[src/rtl/pixel_clip_fifo_pkg.sv]
// Shared pixel type, drain FSM states and screen geometry for the clipping pixel FIFO.
package pixel_clip_fifo_pkg;

   localparam int unsigned ScreenW = 160;
   localparam int unsigned ScreenH = 120;

   typedef struct packed {
      logic [7:0] x;
      logic [6:0] y;
      logic [2:0] colour;
   } pixel_t;

   localparam int unsigned PixelW = $bits(pixel_t);

   typedef enum logic [1:0] {
      StIdle,
      StActive,
      StDrain,
      StFinished
   } drain_state_e;

   function automatic logic pixel_in_bounds(input pixel_t p, input int unsigned h_res,
                                            input int unsigned v_res);
      return (32'(p.x) < h_res) && (32'(p.y) < v_res);
   endfunction

endpackage

[src/rtl/pixel_clip_fifo_if.sv]
// Pixel stream between drawing engine, clipping FIFO and VGA adapter.
interface pixel_clip_fifo_if;

   logic [7:0] in_x;
   logic [6:0] in_y;
   logic [2:0] in_colour;
   logic       in_plot;
   logic       in_done;

   logic [7:0] out_x;
   logic [6:0] out_y;
   logic [2:0] out_colour;
   logic       out_plot;
   logic       out_ready;
   logic       out_done;

   // Environment side: drives the engine inputs and the adapter ready.
   modport master (
      output in_x, in_y, in_colour, in_plot, in_done, out_ready,
      input  out_x, out_y, out_colour, out_plot, out_done
   );

   // FIFO side.
   modport slave (
      input  in_x, in_y, in_colour, in_plot, in_done, out_ready,
      output out_x, out_y, out_colour, out_plot, out_done
   );

endinterface

[src/rtl/sync_fifo.sv]
// Show-ahead synchronous FIFO with wrap-bit pointers; storage is not reset.
module sync_fifo #(
   parameter int unsigned Width = 18,
   parameter int unsigned Depth = 16,
   localparam int unsigned Aw = $clog2(Depth)
) (
   input  logic             clk,
   input  logic             rst,
   input  logic             flush,
   input  logic             push,
   input  logic             pop,
   input  logic [Width-1:0] wdata,
   output logic [Width-1:0] rdata,
   output logic [Aw:0]      level,
   output logic             full,
   output logic             empty
);

   localparam logic [Aw:0] PtrOne = {{Aw{1'b0}}, 1'b1};
   localparam logic [Aw:0] WrapOnly = {1'b1, {Aw{1'b0}}};

   logic [Width-1:0] mem [Depth];
   logic [Aw:0]      wptr_q, wptr_d;
   logic [Aw:0]      rptr_q, rptr_d;
   logic             do_push;
   logic             do_pop;

   assign empty = (wptr_q == rptr_q);
   // Same slot index but opposite lap bit means the writer is a full lap ahead.
   assign full  = ((wptr_q ^ rptr_q) == WrapOnly);
   assign level = wptr_q - rptr_q;

   assign do_pop  = pop & ~empty & ~flush;
   assign do_push = push & (~full | do_pop) & ~flush;

   always_comb begin
      wptr_d = wptr_q;
      rptr_d = rptr_q;
      if (flush) begin
         wptr_d = '0;
         rptr_d = '0;
      end else begin
         if (do_push) wptr_d = wptr_q + PtrOne;
         if (do_pop)  rptr_d = rptr_q + PtrOne;
      end
   end

   always_ff @(posedge clk or posedge rst) begin
      if (rst) begin
         wptr_q <= '0;
         rptr_q <= '0;
      end else begin
         wptr_q <= wptr_d;
         rptr_q <= rptr_d;
      end
   end

   always_ff @(posedge clk) begin
      if (do_push) mem[wptr_q[Aw-1:0]] <= wdata;
   end

   assign rdata = mem[rptr_q[Aw-1:0]];

   a_level_bound : assert property (@(posedge clk) disable iff (rst) 32'(level) <= Depth);
   a_full_not_empty : assert property (@(posedge clk) disable iff (rst) full |-> !empty);

endmodule

[src/rtl/pixel_clip_fifo.sv]
// Clips off-screen pixels, buffers on-screen ones for the VGA adapter and tracks drain completion.
module pixel_clip_fifo
   import pixel_clip_fifo_pkg::*;
#(
   parameter int unsigned DEPTH = 16,
   parameter int unsigned H_RES = ScreenW,
   parameter int unsigned V_RES = ScreenH,
   localparam int unsigned Aw = $clog2(DEPTH)
) (
   input  logic               clk,
   input  logic               rst,
   input  logic               flush,
   input  logic               clear_err,
   pixel_clip_fifo_if.slave   pix,
   output logic [Aw:0]        level,
   output logic               full,
   output logic               empty,
   output logic               overflow,
   output logic [7:0]         clip_count
);

   localparam logic [Aw:0] LevelOne = {{Aw{1'b0}}, 1'b1};

   pixel_t       in_px;
   pixel_t       head_px;
   logic         in_bounds;
   logic         push;
   logic         pop;
   logic         ovf_event;
   logic         clip_event;
   logic         empty_next;
   logic         overflow_q, overflow_d;
   logic [7:0]   clip_q, clip_d;
   drain_state_e state_q, state_d;

   assign in_px     = '{x: pix.in_x, y: pix.in_y, colour: pix.in_colour};
   assign in_bounds = pixel_in_bounds(in_px, H_RES, V_RES);

   assign pop        = ~empty & pix.out_ready;
   assign push       = pix.in_plot & in_bounds & ~flush & (~full | pop);
   assign ovf_event  = pix.in_plot & in_bounds & ~flush & full & ~pop;
   assign clip_event = pix.in_plot & ~in_bounds;

   // Occupancy after this edge; covers the last entry leaving with nothing arriving.
   assign empty_next = flush | ((empty | ((level == LevelOne) & pop)) & ~push);

   sync_fifo #(
      .Width (PixelW),
      .Depth (DEPTH)
   ) u_sync_fifo (
      .clk   (clk),
      .rst   (rst),
      .flush (flush),
      .push  (push),
      .pop   (pop),
      .wdata (in_px),
      .rdata (head_px),
      .level (level),
      .full  (full),
      .empty (empty)
   );

   assign pix.out_x      = head_px.x;
   assign pix.out_y      = head_px.y;
   assign pix.out_colour = head_px.colour;
   assign pix.out_plot   = ~empty;

   // A fresh event in the same cycle as clear_err must survive the clear.
   always_comb begin
      overflow_d = overflow_q;
      clip_d     = clip_q;
      if (ovf_event) begin
         overflow_d = 1'b1;
      end else if (clear_err) begin
         overflow_d = 1'b0;
      end
      if (clip_event) begin
         if (clear_err) begin
            clip_d = 8'd1;
         end else if (clip_q != 8'hFF) begin
            clip_d = clip_q + 8'd1;
         end
      end else if (clear_err) begin
         clip_d = 8'd0;
      end
   end

   always_comb begin
      state_d = state_q;
      unique case (state_q)
         StIdle: begin
            if (pix.in_done && empty_next) begin
               state_d = StFinished;
            end else if (push) begin
               state_d = StActive;
            end
         end
         StActive: begin
            if (pix.in_done) begin
               state_d = empty_next ? StFinished : StDrain;
            end
         end
         StDrain: begin
            if (flush || empty_next) state_d = StFinished;
         end
         StFinished: begin
            if (!pix.in_done) state_d = StIdle;
         end
         default: state_d = StIdle;
      endcase
   end

   always_ff @(posedge clk or posedge rst) begin
      if (rst) begin
         overflow_q <= 1'b0;
         clip_q     <= 8'd0;
         state_q    <= StIdle;
      end else begin
         overflow_q <= overflow_d;
         clip_q     <= clip_d;
         state_q    <= state_d;
      end
   end

   assign overflow     = overflow_q;
   assign clip_count   = clip_q;
   assign pix.out_done = (state_q == StFinished);

   a_ovf_sticks : assert property (@(posedge clk) disable iff (rst) ovf_event |=> overflow);
   a_push_on_screen : assert property (@(posedge clk) disable iff (rst) push |-> in_bounds);

endmodule

[src/flat_wrapper.sv]
// flat-port wrapper written by rule: the top's interface ports become plain ports
module pixel_clip_fifo_flat import pixel_clip_fifo_pkg::*;
#(
   parameter int unsigned DEPTH = 16,
   parameter int unsigned H_RES = ScreenW,
   parameter int unsigned V_RES = ScreenH,
   localparam int unsigned Aw = $clog2(DEPTH)
)
  (clk, rst, flush, clear_err, level, full, empty, overflow, clip_count, pix_in_x, pix_in_y, pix_in_colour, pix_in_plot, pix_in_done, pix_out_ready, pix_out_x, pix_out_y, pix_out_colour, pix_out_plot, pix_out_done);
  pixel_clip_fifo_if pix_i ();
  input  logic clk;
  input  logic rst;
  input  logic flush;
  input  logic clear_err;
  output logic [Aw:0] level;
  output logic full;
  output logic empty;
  output logic overflow;
  output logic [7:0] clip_count;
  input wire logic [$bits(pix_i.in_x)-1:0] pix_in_x;
  input wire logic [$bits(pix_i.in_y)-1:0] pix_in_y;
  input wire logic [$bits(pix_i.in_colour)-1:0] pix_in_colour;
  input wire logic [$bits(pix_i.in_plot)-1:0] pix_in_plot;
  input wire logic [$bits(pix_i.in_done)-1:0] pix_in_done;
  input wire logic [$bits(pix_i.out_ready)-1:0] pix_out_ready;
  output wire logic [$bits(pix_i.out_x)-1:0] pix_out_x;
  output wire logic [$bits(pix_i.out_y)-1:0] pix_out_y;
  output wire logic [$bits(pix_i.out_colour)-1:0] pix_out_colour;
  output wire logic [$bits(pix_i.out_plot)-1:0] pix_out_plot;
  output wire logic [$bits(pix_i.out_done)-1:0] pix_out_done;
  assign pix_i.in_x = pix_in_x;
  assign pix_i.in_y = pix_in_y;
  assign pix_i.in_colour = pix_in_colour;
  assign pix_i.in_plot = pix_in_plot;
  assign pix_i.in_done = pix_in_done;
  assign pix_i.out_ready = pix_out_ready;
  assign pix_out_x = pix_i.out_x;
  assign pix_out_y = pix_i.out_y;
  assign pix_out_colour = pix_i.out_colour;
  assign pix_out_plot = pix_i.out_plot;
  assign pix_out_done = pix_i.out_done;
  pixel_clip_fifo #(.DEPTH(DEPTH), .H_RES(H_RES), .V_RES(V_RES)) u_core (.clk(clk), .rst(rst), .flush(flush), .clear_err(clear_err), .pix(pix_i), .level(level), .full(full), .empty(empty), .overflow(overflow), .clip_count(clip_count));
endmodule
[config.mk]
export PLATFORM = sky130hd
export DESIGN_NAME = pixel_clip_fifo_flat
export DESIGN_NICKNAME = d
export VERILOG_FILES = /design/src/rtl/pixel_clip_fifo_pkg.sv /design/src/rtl/pixel_clip_fifo_if.sv /design/src/rtl/sync_fifo.sv /design/src/rtl/pixel_clip_fifo.sv /design/src/flat_wrapper.sv
export SDC_FILE = /design/constraint.sdc
export NUM_CORES = 1
export LEC_CHECK = 0
export CAP_MARGIN = 20
export CORE_ASPECT_RATIO = 0.75
export CORE_MARGIN = 4
export CORE_UTILIZATION = 64
export DETAILED_ROUTE_END_ITERATION = 16
export GPL_ROUTABILITY_DRIVEN = 1
export PLACE_DENSITY = 0.95
export SETUP_SLACK_MARGIN = 0.05
export SLEW_MARGIN = 15
export SYNTH_ARGS = -nofsm -noshare
export SYNTH_HDL_FRONTEND = slang
export SYNTH_SLANG_ARGS = --single-unit
[constraint.sdc]
create_clock -name clk -period 6.55 [get_ports clk]
set_clock_uncertainty 0.05 [all_clocks]
set_input_delay 1.6375 -clock clk [delete_from_list [all_inputs] [get_ports clk]]
set_output_delay 1.6375 -clock clk [all_outputs]
set_load 0.05 [all_outputs]
==> impl_results.html, run 1 <==
<table>
<tr><th>Metric</th><th>Value</th></tr>
<tr><th colspan="2">Synth</th></tr>
<tr><td>Area contributors post-synth</td><td>edfxtp_1, mux4_2, dfrtp_1</td></tr>
<tr><td>Register bit total from synthesis</td><td>between 300 and 400</td></tr>
<tr><td>Yosys top cell by area</td><td>edfxtp_1</td></tr>
<tr><td>Count of yosys warnings during synthesis</td><td>0</td></tr>
<tr><td>Library cells used by synthesis</td><td>44</td></tr>
<tr><td>Number of enable-type register cells in the synthesized netlist</td><td>around 290</td></tr>
<tr><td>Synthesized net count</td><td>620</td></tr>
<tr><td>Cells after synthesis</td><td>579</td></tr>
<tr><td>Share of Yosys cell area claimed by the top area cell type</td><td>70.0%</td></tr>
<tr><td>Most frequently used flop master after synthesis</td><td>edfxtp_1</td></tr>
<tr><td>Mapped Area</td><td>12,400 sq um</td></tr>
<tr><td>Share of flip-flops with an asynchronous set or reset</td><td>around 6.8%</td></tr>
<tr><td>Synthesized area per cell</td><td>around 21 sq um</td></tr>
<tr><td>Post-synthesis sequential area ratio</td><td>between 70% and 80%</td></tr>
<tr><th colspan="2">Finish</th></tr>
<tr><td>Layout area overhead</td><td>17.2%</td></tr>
<tr><td>Antenna Cells</td><td>0</td></tr>
<tr><td>Highest-count cells in the layout ignoring fill and taps</td><td>edfxtp_1, mux4_2, clkdlybuf4s50_1, clkbuf_16, nor2_1</td></tr>
<tr><td>Share of layout cells above drive strength 1</td><td>between 20 and 30%</td></tr>
<tr><td>Most common cell after layout, fill and taps aside</td><td>edfxtp_1</td></tr>
<tr><td>Design area</td><td>14,500 sq um</td></tr>
<tr><td>Post-layout net count</td><td>roughly 700</td></tr>
<tr><th colspan="2">Timing</th></tr>
<tr><td>Tcrit/Tclk final</td><td>~83%</td></tr>
<tr><td>Total Negative Setup Slacks</td><td>0 ps</td></tr>
<tr><td>Worst hold margin</td><td>~520 ps</td></tr>
<tr><td>Maximum achievable frequency</td><td>approximately 180 MHz</td></tr>
<tr><td>Shortest period the worst path allows</td><td>around 5400 ps</td></tr>
<tr><td>Hold Violations, Final</td><td>0</td></tr>
<tr><td>Unrepaired setup endpoints after global routing</td><td>false</td></tr>
<tr><td>Worst-Margin Slew</td><td>1140 ps</td></tr>
<tr><td>Headroom to the max-slew limit</td><td>between 20% and 30%</td></tr>
<tr><td>Max-slew violation count</td><td>0</td></tr>
<tr><td>Number of failing setup endpoints in the final timing report</td><td>0</td></tr>
<tr><th colspan="2">Clock network</th></tr>
<tr><td>Clock sink count</td><td>around 300</td></tr>
<tr><td>CTS Hold Buffers Added</td><td>0</td></tr>
<tr><td>Maximum buffer depth of the clock tree</td><td>3</td></tr>
<tr><td>TritonCTS clock tree</td><td>done</td></tr>
<tr><td>Post-CTS setup buffers</td><td>0</td></tr>
<tr><td>CTS Root Buffer Type</td><td>clkbuf_16</td></tr>
<tr><td>Clock insertion delay at the later pin of the skew report</td><td>roughly 540 ps</td></tr>
<tr><td>Clock-pin transition on the worst setup and hold timing paths</td><td>70 ps</td></tr>
<tr><td>Resized Gates After CTS</td><td>0</td></tr>
<tr><td>CTS buffer count</td><td>28</td></tr>
<tr><td>Htree depth</td><td>1</td></tr>
<tr><th colspan="2">Floorplanning</th></tr>
<tr><td>Core area</td><td>between 15,000 and 20,000 sq um</td></tr>
<tr><td>Die W</td><td>roughly 170 microns</td></tr>
<tr><td>I/O pin count</td><td>61</td></tr>
<tr><td>Initial cell density of the core</td><td>between 60% and 70%</td></tr>
<tr><td>Vertical die dimension</td><td>128 microns</td></tr>
<tr><td>Die footprint</td><td>~22,000 sq um</td></tr>
<tr><td>FP Rows</td><td>43</td></tr>
<tr><th colspan="2">Placed design</th></tr>
<tr><td>Weighted congestion reported at the end of routability-driven placement</td><td>0.898</td></tr>
<tr><td>Area post-placement</td><td>between 10,000 and 15,000 sq um</td></tr>
<tr><td>Detailed Place HPWL</td><td>roughly 16 mm</td></tr>
<tr><td>Number of buffer cells added on primary ports</td><td>60</td></tr>
<tr><th colspan="2">Drt</th></tr>
<tr><td>Average detailed-routed wire length per instance</td><td>~32 microns</td></tr>
<tr><td>Antenna Nets Post-Route</td><td>0</td></tr>
<tr><td>Post-route DRC</td><td>0</td></tr>
<tr><td>Total vias in the final route</td><td>6,543</td></tr>
<tr><td>Post-DR vias/cell</td><td>~7.0</td></tr>
<tr><td>1st-iter DRT viols</td><td>between 900 and 1,000</td></tr>
<tr><td>Iteration count of the initial detailed-routing pass</td><td>6</td></tr>
<tr><td>Total Wirelength</td><td>30.1 mm</td></tr>
<tr><th colspan="2">Worst setup path</th></tr>
<tr><td>Setup slack, reg-to-reg</td><td>2750 ps</td></tr>
<tr><td>Kind of end point of the critical path</td><td>output port</td></tr>
<tr><td>Data required time at the worst endpoint</td><td>around 4900 ps</td></tr>
<tr><td>Critical path startpoint category</td><td>flop</td></tr>
<tr><td>Arrival time at the worst endpoint</td><td>3750 ps</td></tr>
<tr><td>Startpoint of the worst setup timing path</td><td>u_core.u_sync_fifo.rptr_q[0]$_DFFE_PP0P_</td></tr>
<tr><td>Critical path class</td><td>flop to output port</td></tr>
<tr><td>Max Fanout on Critical Path</td><td>29</td></tr>
<tr><td>Start of the worst register-to-register path</td><td>u_core.u_sync_fifo.rptr_q[1]$_DFFE_PP0P_</td></tr>
<tr><th colspan="2">Worst hold path</th></tr>
<tr><td>Worst hold-check path type</td><td>flop to flop</td></tr>
<tr><td>Min-Delay Startpoint</td><td>u_core.clip_count[4]$_DFFE_PP0P_</td></tr>
<tr><th colspan="2">Flow run</th></tr>
<tr><td>Maxcap violations</td><td>0</td></tr>
<tr><th colspan="2">GRT</th></tr>
<tr><td>Met1 track demand over resource in global routing</td><td>37.9%</td></tr>
<tr><td>Number of antenna violations at the first check in global routing</td><td>0</td></tr>
<tr><td>Via count of the first global-routing pass</td><td>6,910</td></tr>
<tr><td>Total track usage</td><td>~28%</td></tr>
<tr><td>GR Util met3</td><td>about 6.7%</td></tr>
<tr><td>GRT overflow</td><td>0</td></tr>
<tr><td>Pin count of the biggest net entering global routing</td><td>30</td></tr>
<tr><td>Met2 capacity usage during global routing</td><td>between 40% and 50%</td></tr>
<tr><td>Global routing's busiest layer</td><td>met2</td></tr>
<tr><td>Wire length of the first global-routing pass</td><td>about 44 mm</td></tr>
<tr><th colspan="2">Power</th></tr>
<tr><td>Worst vdd rail ir drop</td><td>between 0.2 and 0.3 mV</td></tr>
<tr><td>Power per Cell Area</td><td>roughly 340 nW/um^2</td></tr>
<tr><td>Total power after layout</td><td>slightly below 5 mW</td></tr>
<tr><td>Static leakage</td><td>between 4 and 5 nW</td></tr>
<tr><th colspan="2">Run status</th></tr>
<tr><td>Outcome</td><td>finished, final reports clean</td></tr>
</table>
## sequential cells by signal, indices dropped and copies added, names as in the netlist
| name | flops |
|---|---|
| u_core.u_sync_fifo.wptr_q | 5 |
| u_core.u_sync_fifo.mem | 288 |
| u_core.overflow | 1 |
| u_core.u_sync_fifo.rptr_q | 5 |
| u_core.state_q | 2 |
| u_core.clip_count | 8 |
## synth_stat cells (all sizes together), types with 6 or more instances
cell,number
edfxtp,288
buf,8
mux4,90
nand2,12
xnor2,9
nand4,7
a21oi,7
xor2,8
nor2,22
inv,17
clkbuf,17
ha,15
dfrtp,21
o21ai,6
## critical path: stages (launching register included)
cell and delay [ps]:
dfrtp_4 820, buf_4 510, mux4_2 600, mux4_2 540, clkdlybuf4s50_1 730
## layout make-up
cell class	instances	area, sq um
sequential	309	9180
clock buffer	30	729
timing repair buffer	77	811
tap	247	309
clock inverter	22	354
fill	929	4230
multi-input combinational	228	3050
inverter	17	63.8
## metal layers
layer | vias up | share of wire (%)
li1 | 2566 | -
met1 | 3414 | 36
met2 | 461 | 50
met3 | 102 | 9.2
met4 | 0 | 4.7
met5 | - | 0
## stage by stage
step / utilization [%] / setup WS (ps) / std cells
6_report: 77.4 / 1110 / 930
5_1_grt: 77.4 / 958 / 930
4_1_cts: 77.2 / 1060 / 928
3_5_place_dp: 71.4 / 1220 / 876
3_3_place_gp: 71.0 / 1610 / 872
2_1_floorplan: - / 2100 / 579
## power breakdown
part	total (mW)	internal, mW	switching (mW)
registers	2.23	2.18	0.0503
logic	0.768	0.346	0.422
clock network	1.90	1.17	0.738
## kinds of logic (layout without fill, tap and decap cells)
group / count (synthesis) / after routing / share of synthesized area (%)
adder cells (fa/ha/maj): 16 / 16 / 1.68
buffers and inverters: 42 / 146 / 1.35
XOR/XNOR: 17 / 17 / 1.27
multiplexers: 91 / 91 / 16.5
AO/OA/AOI/OAI: 28 / 28 / 1.70
AND/OR/NAND/NOR: 76 / 76 / 3.32
flip-flops: 309 / 309 / 74.2
## path summary, 6_finish.rpt
check | to | depth (start not counted)
max in group asynchronous | u_core.u_sync_fifo.rptr_q[0]$_DFFE_PP0P_ | 2
worst min register to register | u_core.clip_count[4]$_DFFE_PP0P_ | 2
worst max-delay path | pix_out_x[0] | 4
worst min-delay path | u_core.clip_count[4]$_DFFE_PP0P_ | 2
min in group asynchronous | u_core.state_q[1]$_DFFE_PP0P_ | 2
worst max register to register | u_core.u_sync_fifo.mem[14][2]$_DFFE_PP_ | 6
Power figures use the tool's default switching activity.
==> run 2, diff against run 1 <==
CORE_UTILIZATION = 60   (was 64)
PLACE_DENSITY = 0.91   (was 0.95)
clock period = 5.15 ns   (was 6.55 ns; I/O delays follow)
==> run 2 against run 1 <==
Against the previous run:
- non-clock buffer count up 12
- hold slack worse by 5.4 ps
- core utilization decreased by 6.4 points
- critical path depth rose by 2
- worst setup slack worse by 800 ps
- power increased by 19%
- die area rose by 6.3%
- critical path type unchanged
==> impl_results.html, run 2 (same netlist as run 1, synthesis figures left out) <==
<table>
<tr><th>Metric</th><th>Value</th></tr>
<tr><th colspan="2">Timing</th></tr>
<tr><td>Unrepaired setup endpoints after global routing</td><td>false</td></tr>
<tr><td>Headroom to the max-slew limit</td><td>43.0% (+19 points)</td></tr>
<tr><td>Hold Violations, Final</td><td>0 (unchanged)</td></tr>
<tr><td>Tcrit/Tclk final</td><td>a little over nine tenths</td></tr>
<tr><td>Number of failing setup endpoints in the final timing report</td><td>0 (unchanged)</td></tr>
<tr><td>Shortest period the worst path allows</td><td>4840 ps</td></tr>
<tr><td>Total Negative Setup Slacks</td><td>0 ps (unchanged)</td></tr>
<tr><td>Worst-Margin Slew</td><td>853 ps (-290 ps)</td></tr>
<tr><td>Maximum achievable frequency</td><td>around 210 MHz</td></tr>
<tr><td>Max-slew violation count</td><td>0 (unchanged)</td></tr>
<tr><th colspan="2">Worst setup path</th></tr>
<tr><td>Startpoint of the worst setup timing path</td><td>u_core.u_sync_fifo.rptr_q[0]$_DFFE_PP0P_</td></tr>
<tr><td>Critical path class</td><td>flop to output port</td></tr>
<tr><td>Reg2reg end</td><td>u_core.state_q[1]$_DFFE_PP0P_</td></tr>
<tr><td>Setup slack, reg-to-reg</td><td>1610 ps (-1140 ps)</td></tr>
<tr><td>Max Fanout on Critical Path</td><td>76 (+160%)</td></tr>
<tr><td>Arrival time at the worst endpoint</td><td>3500 ps (-250 ps)</td></tr>
<tr><td>Kind of end point of the critical path</td><td>output port</td></tr>
<tr><td>Start of the worst register-to-register path</td><td>u_core.u_sync_fifo.rptr_q[0]$_DFFE_PP0P_</td></tr>
<tr><td>Data required time at the worst endpoint</td><td>3810 ps (-1050 ps)</td></tr>
<tr><td>Critical path startpoint category</td><td>flop</td></tr>
<tr><td>Worst R2R Path Depth</td><td>10 (+4)</td></tr>
<tr><th colspan="2">Finish</th></tr>
<tr><td>Antenna Cells</td><td>0 (unchanged)</td></tr>
<tr><td>Highest-count cells in the layout ignoring fill and taps</td><td>edfxtp_1, mux4_2, clkdlybuf4s50_1, clkbuf_16, buf_4</td></tr>
<tr><td>Design area</td><td>14,400 sq um (-0.73%)</td></tr>
<tr><td>Layout area overhead</td><td>16.4%</td></tr>
<tr><td>Flip-flop count of the largest register, all copies and words added</td><td>288 (unchanged)</td></tr>
<tr><td>Most common cell after layout, fill and taps aside</td><td>edfxtp_1</td></tr>
<tr><td>Post-layout net count</td><td>714 (+1.7%)</td></tr>
<tr><td>Number of fill cells in the layout</td><td>1,177 (+27%)</td></tr>
<tr><td>Share of layout cells above drive strength 1</td><td>25.2% (+0.033 points)</td></tr>
<tr><th colspan="2">Floorplanning</th></tr>
<tr><td>FP Rows</td><td>45 (+4.7%)</td></tr>
<tr><td>Die W</td><td>174 microns (+3.1%)</td></tr>
<tr><td>Core area</td><td>20,300 sq um (+8.3%)</td></tr>
<tr><td>Vertical die dimension</td><td>132 microns (+3.1%)</td></tr>
<tr><td>Initial cell density of the core</td><td>61.0% (-5.0 points)</td></tr>
<tr><td>Die footprint</td><td>23,000 sq um (+6.3%)</td></tr>
<tr><td>I/O pin count</td><td>61 (unchanged)</td></tr>
<tr><th colspan="2">Drt</th></tr>
<tr><td>1st-iter DRT viols</td><td>697 (-26%)</td></tr>
<tr><td>Average detailed-routed wire length per instance</td><td>28.7 microns (-11%)</td></tr>
<tr><td>Top routing layer used</td><td>met4</td></tr>
<tr><td>Total vias in the final route</td><td>6,293 (-3.8%)</td></tr>
<tr><td>Post-DR vias/cell</td><td>6.61 (-6.0%)</td></tr>
<tr><td>Met2 WL</td><td>13.3 mm (-12%)</td></tr>
<tr><td>Met3 routed WL</td><td>2.29 mm (-17%)</td></tr>
<tr><td>Iteration count of the initial detailed-routing pass</td><td>5 (-1)</td></tr>
<tr><td>Met1 Wirelength</td><td>11.0 mm (+1.4%)</td></tr>
<tr><td>Total Wirelength</td><td>27.3 mm (-9.3%)</td></tr>
<tr><td>Antenna Nets Post-Route</td><td>0 (unchanged)</td></tr>
<tr><td>Post-route DRC</td><td>0 (unchanged)</td></tr>
<tr><th colspan="2">GRT</th></tr>
<tr><td>Wire length of the first global-routing pass</td><td>42.3 mm (-4.7%)</td></tr>
<tr><td>Total track usage</td><td>24.6% (-3.9 points)</td></tr>
<tr><td>Via count of the first global-routing pass</td><td>6,660 (-3.6%)</td></tr>
<tr><td>Pin count of the biggest net entering global routing</td><td>77 (+160%)</td></tr>
<tr><td>GRT overflow</td><td>0 (unchanged)</td></tr>
<tr><td>Number of antenna violations at the first check in global routing</td><td>0 (unchanged)</td></tr>
<tr><th colspan="2">Power</th></tr>
<tr><td>Int Pwr</td><td>4.39 mW (+19%)</td></tr>
<tr><td>Static leakage</td><td>4.66 nW (+0.14%)</td></tr>
<tr><td>Total power after layout</td><td>5.85 mW (+19%)</td></tr>
<tr><td>Power per Cell Area</td><td>407 nW/um^2 (+20%)</td></tr>
<tr><td>Worst vdd rail ir drop</td><td>0.360 mV (+42%)</td></tr>
<tr><td>Sw Pwr</td><td>1.46 mW (+21%)</td></tr>
<tr><td>Switching share of power</td><td>25.0% (+0.32 points)</td></tr>
<tr><td>Relative contribution of the clock network to total power</td><td>35.2% (-3.6 points)</td></tr>
<tr><td>Sequential cell fraction of total power</td><td>47.8% (+2.3 points)</td></tr>
<tr><td>Relative contribution of combinational cells to total power</td><td>17.0% (+1.3 points)</td></tr>
<tr><th colspan="2">Clock network</th></tr>
<tr><td>CTS buffer count</td><td>28 (unchanged)</td></tr>
<tr><td>Resized Gates After CTS</td><td>0 (unchanged)</td></tr>
<tr><td>Clock sink count</td><td>309 (unchanged)</td></tr>
<tr><td>CTS Hold Buffers Added</td><td>0 (unchanged)</td></tr>
<tr><td>TritonCTS clock tree</td><td>done</td></tr>
<tr><td>Clock-pin transition on the worst setup and hold timing paths</td><td>70 ps (about the same)</td></tr>
<tr><td>Clock insertion delay at the later pin of the skew report</td><td>540 ps (about the same)</td></tr>
<tr><td>Post-CTS setup buffers</td><td>0 (unchanged)</td></tr>
<tr><td>CTS Root Buffer Type</td><td>clkbuf_16</td></tr>
<tr><td>Maximum buffer depth of the clock tree</td><td>3 (unchanged)</td></tr>
<tr><td>Htree depth</td><td>1 (unchanged)</td></tr>
<tr><th colspan="2">Placed design</th></tr>
<tr><td>Number of buffer cells added on primary ports</td><td>60 (unchanged)</td></tr>
<tr><td>Area post-placement</td><td>13,500 sq um (+0.76%)</td></tr>
<tr><td>Weighted congestion reported at the end of routability-driven placement</td><td>0.855 (-4.8%)</td></tr>
<tr><td>Detailed Place HPWL</td><td>15.9 mm (about the same)</td></tr>
<tr><th colspan="2">Worst hold path</th></tr>
<tr><td>Worst hold-check path type</td><td>flop to flop</td></tr>
<tr><td>Min-Delay Endpoint</td><td>u_core.overflow$_DFFE_PP0P_</td></tr>
<tr><td>Cells on Worst Hold Path</td><td>2 (unchanged)</td></tr>
<tr><td>Min-Delay Startpoint</td><td>u_core.overflow$_DFFE_PP0P_</td></tr>
<tr><th colspan="2">Flow run</th></tr>
<tr><td>Maxcap violations</td><td>0 (unchanged)</td></tr>
<tr><th colspan="2">Run status</th></tr>
<tr><td>Outcome</td><td>finished, final reports clean</td></tr>
</table>
-- run 2: cell count changes in the layout (fill, tap and decap cells not counted), moves of 2 or more --
cell | before | now
buf_12 | 1 | 4
clkinv_2 | 3 | 8
clkbuf_1 | 1 | 4
clkinv_1 | 2 | 5
buf_16 | 2 | 0
clkinvlp_4 | 7 | 0
buf_4 | 10 | 25
bufinv_16 | 9 | 3
buf_8 | 4 | 0
-- run 2: stage by stage --
stage | setup WS, ps | std cells | utilization, % | hold slack [ps]
floorplan | 1050 | 579 | - | 460
global placement | 911 | 901 | 66.5 | 493
detailed placement | 620 | 901 | 66.5 | 500
CTS | 271 | 952 | 71.0 | 514
global route | 140 | 952 | 71.0 | 532
finish | 312 | 952 | 71.0 | 517
-- run 2: how the worst max path moves through the flow --
stage | to | slack (ps)
floorplan | u_core.u_sync_fifo.mem[7][0]$_DFFE_PP_ | 1050
detailed placement | u_core.u_sync_fifo.mem[4][14]$_DFFE_PP_ | 620
CTS | level[2] | 270
global route | level[2] | 140
finish | level[2] | 310
global placement | level[2] | 910
-- run 2: area by class of cell --
| class | instances | area, sq um | area share [%] |
|---|---|---|---|
| clock buffers | 33 | 741 | 5.15 |
| clock inverters | 18 | 169 | 1.17 |
| inverters | 17 | 63.8 | 0.444 |
| multi-input cells | 228 | 3040 | 21.2 |
| flip-flops and latches | 309 | 9180 | 63.8 |
| well taps | 258 | 323 | 2.24 |
| repair buffers | 89 | 868 | 6.04 |
-- run 2: critical path: stages (launching register included) --
cell and delay (ps):
dfrtp_4 410, buf_12 480, ha_1 280, inv_1 60
fa_1 450, xor2_1 390, clkdlybuf4s50_1 890
-- run 2: power groups by stage --
stage | Combinational, mW | Sequential (mW) | Clock [mW]
detailed placement | 0.998 | 2.85 | 0
floorplan | 0.724 | 2.84 | 0
finish | 0.997 | 2.80 | 2.06
CTS | 1.00 | 2.80 | 2.09
global route | 1.06 | 2.80 | 2.22
global placement | 0.966 | 2.85 | 0
-- run 2: routing by layer --
layer  global-route usage, %  vias to the layer above
met4                    5.89                        0
met3                    4.24                       63
li1                        -                     2583
met1                    36.6                     3289
met2                    39.1                      358
met5                       0                        -
==> run 3, diff against run 2 <==
PLACE_DENSITY = 0.9   (was 0.91)
SYNTH_HIERARCHICAL = 1   (was not set)
==> run 3 against run 2 <==
Against the previous run:
- non-clock buffer count grew 10
- cell count rose by 12%
- maximum frequency is 2.2% higher
- sequential power hardly changed
- core utilization rose by 1.0 points
- critical path type unchanged
- largest power group unchanged
- highest routed layer unchanged
==> impl_results.html, run 3 <==
<table>
<tr><th>Metric</th><th>Value</th></tr>
<tr><th colspan="2">Run status</th></tr>
<tr><td>Outcome</td><td>finished, final reports clean</td></tr>
<tr><th colspan="2">GRT</th></tr>
<tr><td>Pin count of the biggest net entering global routing</td><td>38 (-51%)</td></tr>
<tr><td>Total track usage</td><td>26.0% (+1.4 points)</td></tr>
<tr><td>Met2 capacity usage during global routing</td><td>42.2% (+3.1 points)</td></tr>
<tr><td>Global routing's busiest layer</td><td>met2</td></tr>
<tr><td>GRT overflow</td><td>0 (unchanged)</td></tr>
<tr><td>Via count of the first global-routing pass</td><td>7,255 (+8.9%)</td></tr>
<tr><td>Number of antenna violations at the first check in global routing</td><td>0 (unchanged)</td></tr>
<tr><td>GR Util met3</td><td>5.25% (+1.0 points)</td></tr>
<tr><td>Wire length of the first global-routing pass</td><td>45.5 mm (+7.6%)</td></tr>
<tr><td>Met1 track demand over resource in global routing</td><td>36.5% (-0.15 points)</td></tr>
<tr><th colspan="2">Worst setup path</th></tr>
<tr><td>Arrival time at the worst endpoint</td><td>3400 ps (-100 ps)</td></tr>
<tr><td>Critical path startpoint category</td><td>flop</td></tr>
<tr><td>Start of the worst register-to-register path</td><td>u_core/u_sync_fifo/rptr_q[1]$_DFFE_PP0P_</td></tr>
<tr><td>Kind of end point of the critical path</td><td>output port</td></tr>
<tr><td>Critical path class</td><td>flop to output port</td></tr>
<tr><td>Max Fanout on Critical Path</td><td>30 (-61%)</td></tr>
<tr><td>Capturing instance or port of the critical path</td><td>pix_out_y[6]</td></tr>
<tr><td>Startpoint of the worst setup timing path</td><td>u_core/u_sync_fifo/rptr_q[0]$_DFFE_PP0P_</td></tr>
<tr><td>Reg2reg end</td><td>u_core/u_sync_fifo/mem[11][6]$_DFFE_PP_</td></tr>
<tr><td>Data required time at the worst endpoint</td><td>3810 ps (about the same)</td></tr>
<tr><td>Setup slack, reg-to-reg</td><td>1220 ps (-390 ps)</td></tr>
<tr><td>Worst R2R Path Depth</td><td>12 (+2)</td></tr>
<tr><th colspan="2">Drt</th></tr>
<tr><td>1st-iter DRT viols</td><td>806 (+16%)</td></tr>
<tr><td>Average detailed-routed wire length per instance</td><td>28.1 microns (-2.1%)</td></tr>
<tr><td>Total vias in the final route</td><td>7,014 (+11%)</td></tr>
<tr><td>Post-DR vias/cell</td><td>6.60 (-0.18%)</td></tr>
<tr><td>Post-route DRC</td><td>0 (unchanged)</td></tr>
<tr><td>Total Wirelength</td><td>29.9 mm (+9.3%)</td></tr>
<tr><td>Iteration count of the initial detailed-routing pass</td><td>5 (unchanged)</td></tr>
<tr><td>Antenna Nets Post-Route</td><td>0 (unchanged)</td></tr>
<tr><th colspan="2">Timing</th></tr>
<tr><td>Unrepaired setup endpoints after global routing</td><td>false</td></tr>
<tr><td>Worst hold margin</td><td>526 ps (+9.10 ps)</td></tr>
<tr><td>Max-slew violation count</td><td>0 (unchanged)</td></tr>
<tr><td>Total Negative Setup Slacks</td><td>0 ps (unchanged)</td></tr>
<tr><td>Shortest period the worst path allows</td><td>4740 ps (-103 ps)</td></tr>
<tr><td>Tcrit/Tclk final</td><td>91.9% (-2.0 points)</td></tr>
<tr><td>Number of failing setup endpoints in the final timing report</td><td>0 (unchanged)</td></tr>
<tr><td>Maximum achievable frequency</td><td>211 MHz (+2.2%)</td></tr>
<tr><td>Slack of the critical path</td><td>415 ps (+103 ps)</td></tr>
<tr><td>Headroom to the max-slew limit</td><td>57.3% (+14 points)</td></tr>
<tr><td>Hold Violations, Final</td><td>0 (unchanged)</td></tr>
<tr><td>Worst-Margin Slew</td><td>639 ps (-214 ps)</td></tr>
<tr><th colspan="2">Synth</th></tr>
<tr><td>Share of flip-flops with an asynchronous set or reset</td><td>6.80% (unchanged)</td></tr>
<tr><td>Count of yosys warnings during synthesis</td><td>6 (+6)</td></tr>
<tr><td>Largest family of logic cells by synthesized area</td><td>multiplexers</td></tr>
<tr><td>Cell with the most instances after synthesis</td><td>edfxtp_1</td></tr>
<tr><td>Simple-gate portion of the synthesized area</td><td>3.17% (-0.15 points)</td></tr>
<tr><td>Mapped Area</td><td>12,600 sq um (+2.2%)</td></tr>
<tr><td>Area contributors post-synth</td><td>edfxtp_1, mux4_2, mux2i_1</td></tr>
<tr><td>Parity-gate share of the synthesized area counting xor and xnor cells</td><td>1.03% (-0.24 points)</td></tr>
<tr><td>Share of Yosys cell area claimed by the top area cell type</td><td>68.4% (-1.5 points)</td></tr>
<tr><td>Yosys top cell by area</td><td>edfxtp_1</td></tr>
<tr><td>Cells after synthesis</td><td>663 (+15%)</td></tr>
<tr><td>Compound-cell area share of the yosys netlist</td><td>5.10% (+3.4 points)</td></tr>
<tr><td>Ranking of synthesized cells by instance count</td><td>edfxtp_1, mux2i_1, mux4_2, inv_1, nor2_1</td></tr>
<tr><td>Most frequently used flop master after synthesis</td><td>edfxtp_1</td></tr>
<tr><td>Adder and majority cell fraction of the synthesized area</td><td>1.64% (-0.037 points)</td></tr>
<tr><td>Library cells used by synthesis</td><td>55 (+25%)</td></tr>
<tr><td>Multiplexer share of the synthesized area</td><td>14.4% (-2.1 points)</td></tr>
<tr><td>Synthesized area per cell</td><td>19.1 sq um (-11%)</td></tr>
<tr><td>Synthesized net count</td><td>704 (+14%)</td></tr>
<tr><td>Post-synthesis sequential area ratio</td><td>72.6% (-1.6 points)</td></tr>
<tr><td>Register bit total from synthesis</td><td>309 (unchanged)</td></tr>
<tr><td>Number of enable-type register cells in the synthesized netlist</td><td>288 (unchanged)</td></tr>
<tr><th colspan="2">Finish</th></tr>
<tr><td>Post-route core utilization</td><td>72.0% (+1.0 points)</td></tr>
<tr><td>Share of layout cells above drive strength 1</td><td>21.4% (-3.8 points)</td></tr>
<tr><td>Flip-flop count of the largest register, all copies and words added</td><td>288 (unchanged)</td></tr>
<tr><td>Most common cell after layout, fill and taps aside</td><td>edfxtp_1</td></tr>
<tr><td>Post-layout net count</td><td>801 (+12%)</td></tr>
<tr><td>Number of fill cells in the layout</td><td>1,168 (-0.76%)</td></tr>
<tr><td>Highest-count cells in the layout ignoring fill and taps</td><td>edfxtp_1, clkdlybuf4s50_1, mux2i_1, mux4_2, buf_4</td></tr>
<tr><td>Antenna Cells</td><td>0 (unchanged)</td></tr>
<tr><td>Number of non-filler instances in the completed layout</td><td>1,063 (+12%)</td></tr>
<tr><td>Layout area overhead</td><td>16.8%</td></tr>
<tr><th colspan="2">Clock network</th></tr>
<tr><td>Maximum buffer depth of the clock tree</td><td>3 (unchanged)</td></tr>
<tr><td>Resized Gates After CTS</td><td>0 (unchanged)</td></tr>
<tr><td>Htree depth</td><td>1 (unchanged)</td></tr>
<tr><td>CTS buffer count</td><td>28 (unchanged)</td></tr>
<tr><td>CTS Root Buffer Type</td><td>clkbuf_16</td></tr>
<tr><td>CTS Hold Buffers Added</td><td>0 (unchanged)</td></tr>
<tr><td>Post-CTS setup buffers</td><td>0 (unchanged)</td></tr>
<tr><td>Clock sink count</td><td>309 (unchanged)</td></tr>
<tr><td>TritonCTS clock tree</td><td>done</td></tr>
<tr><td>Clock insertion delay at the later pin of the skew report</td><td>540 ps (about the same)</td></tr>
<tr><td>Clock-pin transition on the worst setup and hold timing paths</td><td>70 ps (about the same)</td></tr>
<tr><th colspan="2">Power</th></tr>
<tr><td>Sw Pwr</td><td>1.11 mW (-24%)</td></tr>
<tr><td>Relative contribution of combinational cells to total power</td><td>6.0% (-11 points)</td></tr>
<tr><td>Relative contribution of the clock network to total power</td><td>41.6% (+6.4 points)</td></tr>
<tr><td>Int Pwr</td><td>4.19 mW (-4.5%)</td></tr>
<tr><td>Static leakage</td><td>4.87 nW (+4.4%)</td></tr>
<tr><td>Sequential cell fraction of total power</td><td>52.4% (+4.6 points)</td></tr>
<tr><td>Switching share of power</td><td>20.9% (-4.1 points)</td></tr>
<tr><td>Power per Cell Area</td><td>359 nW/um^2 (-12%)</td></tr>
<tr><td>Worst vdd rail ir drop</td><td>0.287 mV (-20%)</td></tr>
<tr><th colspan="2">Placed design</th></tr>
<tr><td>Weighted congestion reported at the end of routability-driven placement</td><td>0.843 (-1.4%)</td></tr>
<tr><td>Number of buffer cells added on primary ports</td><td>60 (unchanged)</td></tr>
<tr><td>Cell count after placement</td><td>1,012 (+12%)</td></tr>
<tr><td>Post-Place Setup Slack</td><td>576 ps (-43.8 ps)</td></tr>
<tr><td>Detailed Place HPWL</td><td>17.8 mm (+12%)</td></tr>
<tr><th colspan="2">Floorplanning</th></tr>
<tr><td>Die footprint</td><td>23,500 sq um (+2.1%)</td></tr>
<tr><td>Vertical die dimension</td><td>134 microns (+1.0%)</td></tr>
<tr><td>I/O pin count</td><td>61 (unchanged)</td></tr>
<tr><td>Die W</td><td>176 microns (+1.1%)</td></tr>
<tr><td>Initial cell density of the core</td><td>61.7% (+0.67 points)</td></tr>
<tr><td>FP Rows</td><td>45 (unchanged)</td></tr>
<tr><td>Core area</td><td>20,500 sq um (+1.1%)</td></tr>
<tr><th colspan="2">Worst hold path</th></tr>
<tr><td>Min-Delay Startpoint</td><td>u_core/overflow$_DFFE_PP0P_</td></tr>
<tr><td>Worst hold-check path type</td><td>flop to flop</td></tr>
<tr><th colspan="2">Flow run</th></tr>
<tr><td>Maxcap violations</td><td>0 (unchanged)</td></tr>
</table>
==> run 3: cell count changes after synthesis, moves of 5 or more <==
cell / delta
mux2i_1: +59
mux4_2: -38
a22oi_1: +18
a32oi_1: +18
o21ai_1: +18
inv_1: +7
clkbuf_1: -5
==> run 3: worst min-delay path by stage <==
stage / endpoint / slack (ps) / depth (start not counted)
after CTS: u_core/overflow$_DFFE_PP0P_ / 530 / 2
final: u_core/overflow$_DFFE_PP0P_ / 530 / 2
after floorplan: u_core/state_q[1]$_DFFE_PP0P_ / 470 / 1
after detailed placement: u_core/overflow$_DFFE_PP0P_ / 500 / 2
after global placement: u_core/overflow$_DFFE_PP0P_ / 490 / 2
after global routing: u_core/state_q[1]$_DFFE_PP0P_ / 560 / 1
==> run 3: cells by family (layout without fill, tap and decap cells) <==
| logic type | Yosys count | count (layout) |
|---|---|---|
| xor gates and xnor gates | 14 | 14 |
| AOI/OAI and AO/OA | 85 | 85 |
| and+or+nand+nor | 70 | 70 |
| DFF | 309 | 309 |
| buffers and inverters | 56 | 174 |
| muxes | 113 | 113 |
| adders and majority gates | 16 | 16 |
==> run 3: layer usage <==
layer | wire length (microns) | part of all wire [%]
met5 | 0 | 0
met3 | 3030 | 10
met1 | 11300 | 38
met4 | 871 | 2.9
met2 | 14700 | 49
==> run 3: worst max-delay path, cell delays in order (launching register included) <==
cell and delay (ps):
dfrtp_4 720, nor2b_2 510, buf_4 330, a22oi_1 160, a32oi_1 270, o21ai_1 120
clkdlybuf4s50_1 730
==> run 3: cell type report <==
cell class,count,area [sq um],share of cell area (%)
Inverter,24,90.1,0.610
Sequential cell,309,9180,62.2
Tap cell,282,353,2.39
Multi-Input combinational cell,298,3250,22.0
Clock inverter,16,210,1.42
Clock buffer,35,768,5.20
Timing Repair Buffer,99,903,6.12
==> run 3: metrics by stage <==
stage | area (sq um) | power, mW
6_report | 14800 | 5.30
5_1_grt | 14800 | 5.45
4_1_cts | 14800 | 5.31
3_5_place_dp | 13800 | 3.14
3_3_place_gp | 13800 | 3.11
2_1_floorplan | 12600 | 3.02
==> run 3: power groups by stage <==
stage	combinational [mW]	sequential, mW	clock (mW)
2_1_floorplan	0.188	2.83	0
3_3_place_gp	0.282	2.83	0
3_5_place_dp	0.313	2.83	0
4_1_cts	0.314	2.78	2.22
5_1_grt	0.338	2.78	2.34
6_report	0.318	2.78	2.20
==> patch: new RTL, flow settings as in run 2 <==
`DEPTH` is set to 16 in 2 places; all go to 8.
--- a/src/rtl/pixel_clip_fifo.sv
+++ b/src/rtl/pixel_clip_fifo.sv
@@ -4,3 +4,3 @@
 #(
-   parameter int unsigned DEPTH = 16,
+   parameter int unsigned DEPTH = 8,
    parameter int unsigned H_RES = ScreenW,
--- a/src/flat_wrapper.sv
+++ b/src/flat_wrapper.sv
@@ -3,3 +3,3 @@
 #(
-   parameter int unsigned DEPTH = 16,
+   parameter int unsigned DEPTH = 8,
    parameter int unsigned H_RES = ScreenW,
Ports: changed (resized level); port bits go from 61 to 60. The function was not compared with the original's and may differ.
==> patch against run 2 <==
Sequential cell count decreased by 146; critical endpoint is now level[3]; first-iteration DRC count decreased by 48%; setup slack improved by 0.43 ns; area after synthesis decreased by 45%; highest routed layer unchanged; routed wire length decreased by 47%; final area decreased by 43%; power decreased by 40%.
==> patch: results <==
detailed_routing:
  met3WireLength_mm: 1.08
  routedWlPerCell_um: 23.3
  drt-initial-drc-count: 363
  m1WireLength_mm: 5.71
  via_per_inst: 6.12
worst_setup_path:
  crit_arrival_ns: 3.07
  crit_path_max_fanout: 16
  worst_path_largest_cell_delay_ns: 0.79
  endpoint: "level[3]"
  rr_worst_depth: 9
  r2r_slack_ns: 2.06
cts:
  clk_path_buf_depth: 2
  post-cts-setup-buffer-count: 0
  htree_levels: 4
worst_hold_path:
  whs_path_depth: 1
  holdCritStartpoint: "u_core.u_sync_fifo.wptr_q[3]$_DFFE_PP0P_"
synth:
  synth-edff-count: 144
  ys_seq_area_frac: 0.712
  syn-num-nets: 432
  async_flop_share: 0.117
  ys_seq_elements: 163
  ys_top_cells_by_count: "edfxtp_1, nand2_1, mux4_2"
  synth_cell_types: 49
pwr:
  vdd_ir_drop_max_uv: 326
  power.leakage_nw: 2.84
  pwr_density_cell_nw_per_um2: 427
grt:
  grt_pass1_vias: 4134
  grt.total_usage: 0.241
  grt_pass1_wl_mm: 22.8
  grt_max_degree: 39
layout:
  inv_count: 14
  nonClkBufAreaFrac: 0.0873
  nets: 511
  multiInputGateArea_um2: 1870
  nonClockBufferCount: 76
  clock_area_frac: 0.0749
  sh_seq_area: 0.583
  multi_input_cells: 202
  clkbuf_count: 24
placement:
  place_ws_ns: 1.01
  port_buffers: 59
  place_congestion: 0.881
  dpl.hpwl_mm: 8.70
  place_inst: 595
status:
  status: "finished clean"
timing:
  holdWs_ns: 0.463
  fin_ws_ns: 0.739
  tightestPinTransition_ns: 0.775
die:
  core_um2: 10900
## patch: where the power goes
part / switching, mW / leakage [nW] / internal, mW
clock network: 0.485 / 0.289 / 0.814
logic: 0.412 / 0.998 / 0.298
registers: 0.0398 / 1.55 / 1.46
## patch: metrics by stage
stage,area (um2),util
after global placement,7610,0.696
after detailed placement,7610,0.696
final,8230,0.752
after floorplan,6740,-
after global routing,8230,0.752
after CTS,8230,0.752
## patch: metal layers
layer  global-route usage  vias to the layer above
li1                     -                     1681
met1                0.322                     1970
met2                0.400                      167
met3               0.0553                       20
met4               0.0798                        0
met5                    0                        -
## patch: cells by family (layout without fill, tap and decap cells)
group / Yosys count / in the layout / synth area share
adder cells (fa/ha/maj): 12 / 12 / 0.0234
multiplexers: 40 / 40 / 0.127
AND/OR/NAND/NOR: 114 / 114 / 0.0792
AO/OA/AOI/OAI: 26 / 26 / 0.0280
XOR/XNOR: 10 / 10 / 0.0130
flip-flops: 163 / 163 / 0.712
buffers and inverters: 30 / 122 / 0.0176
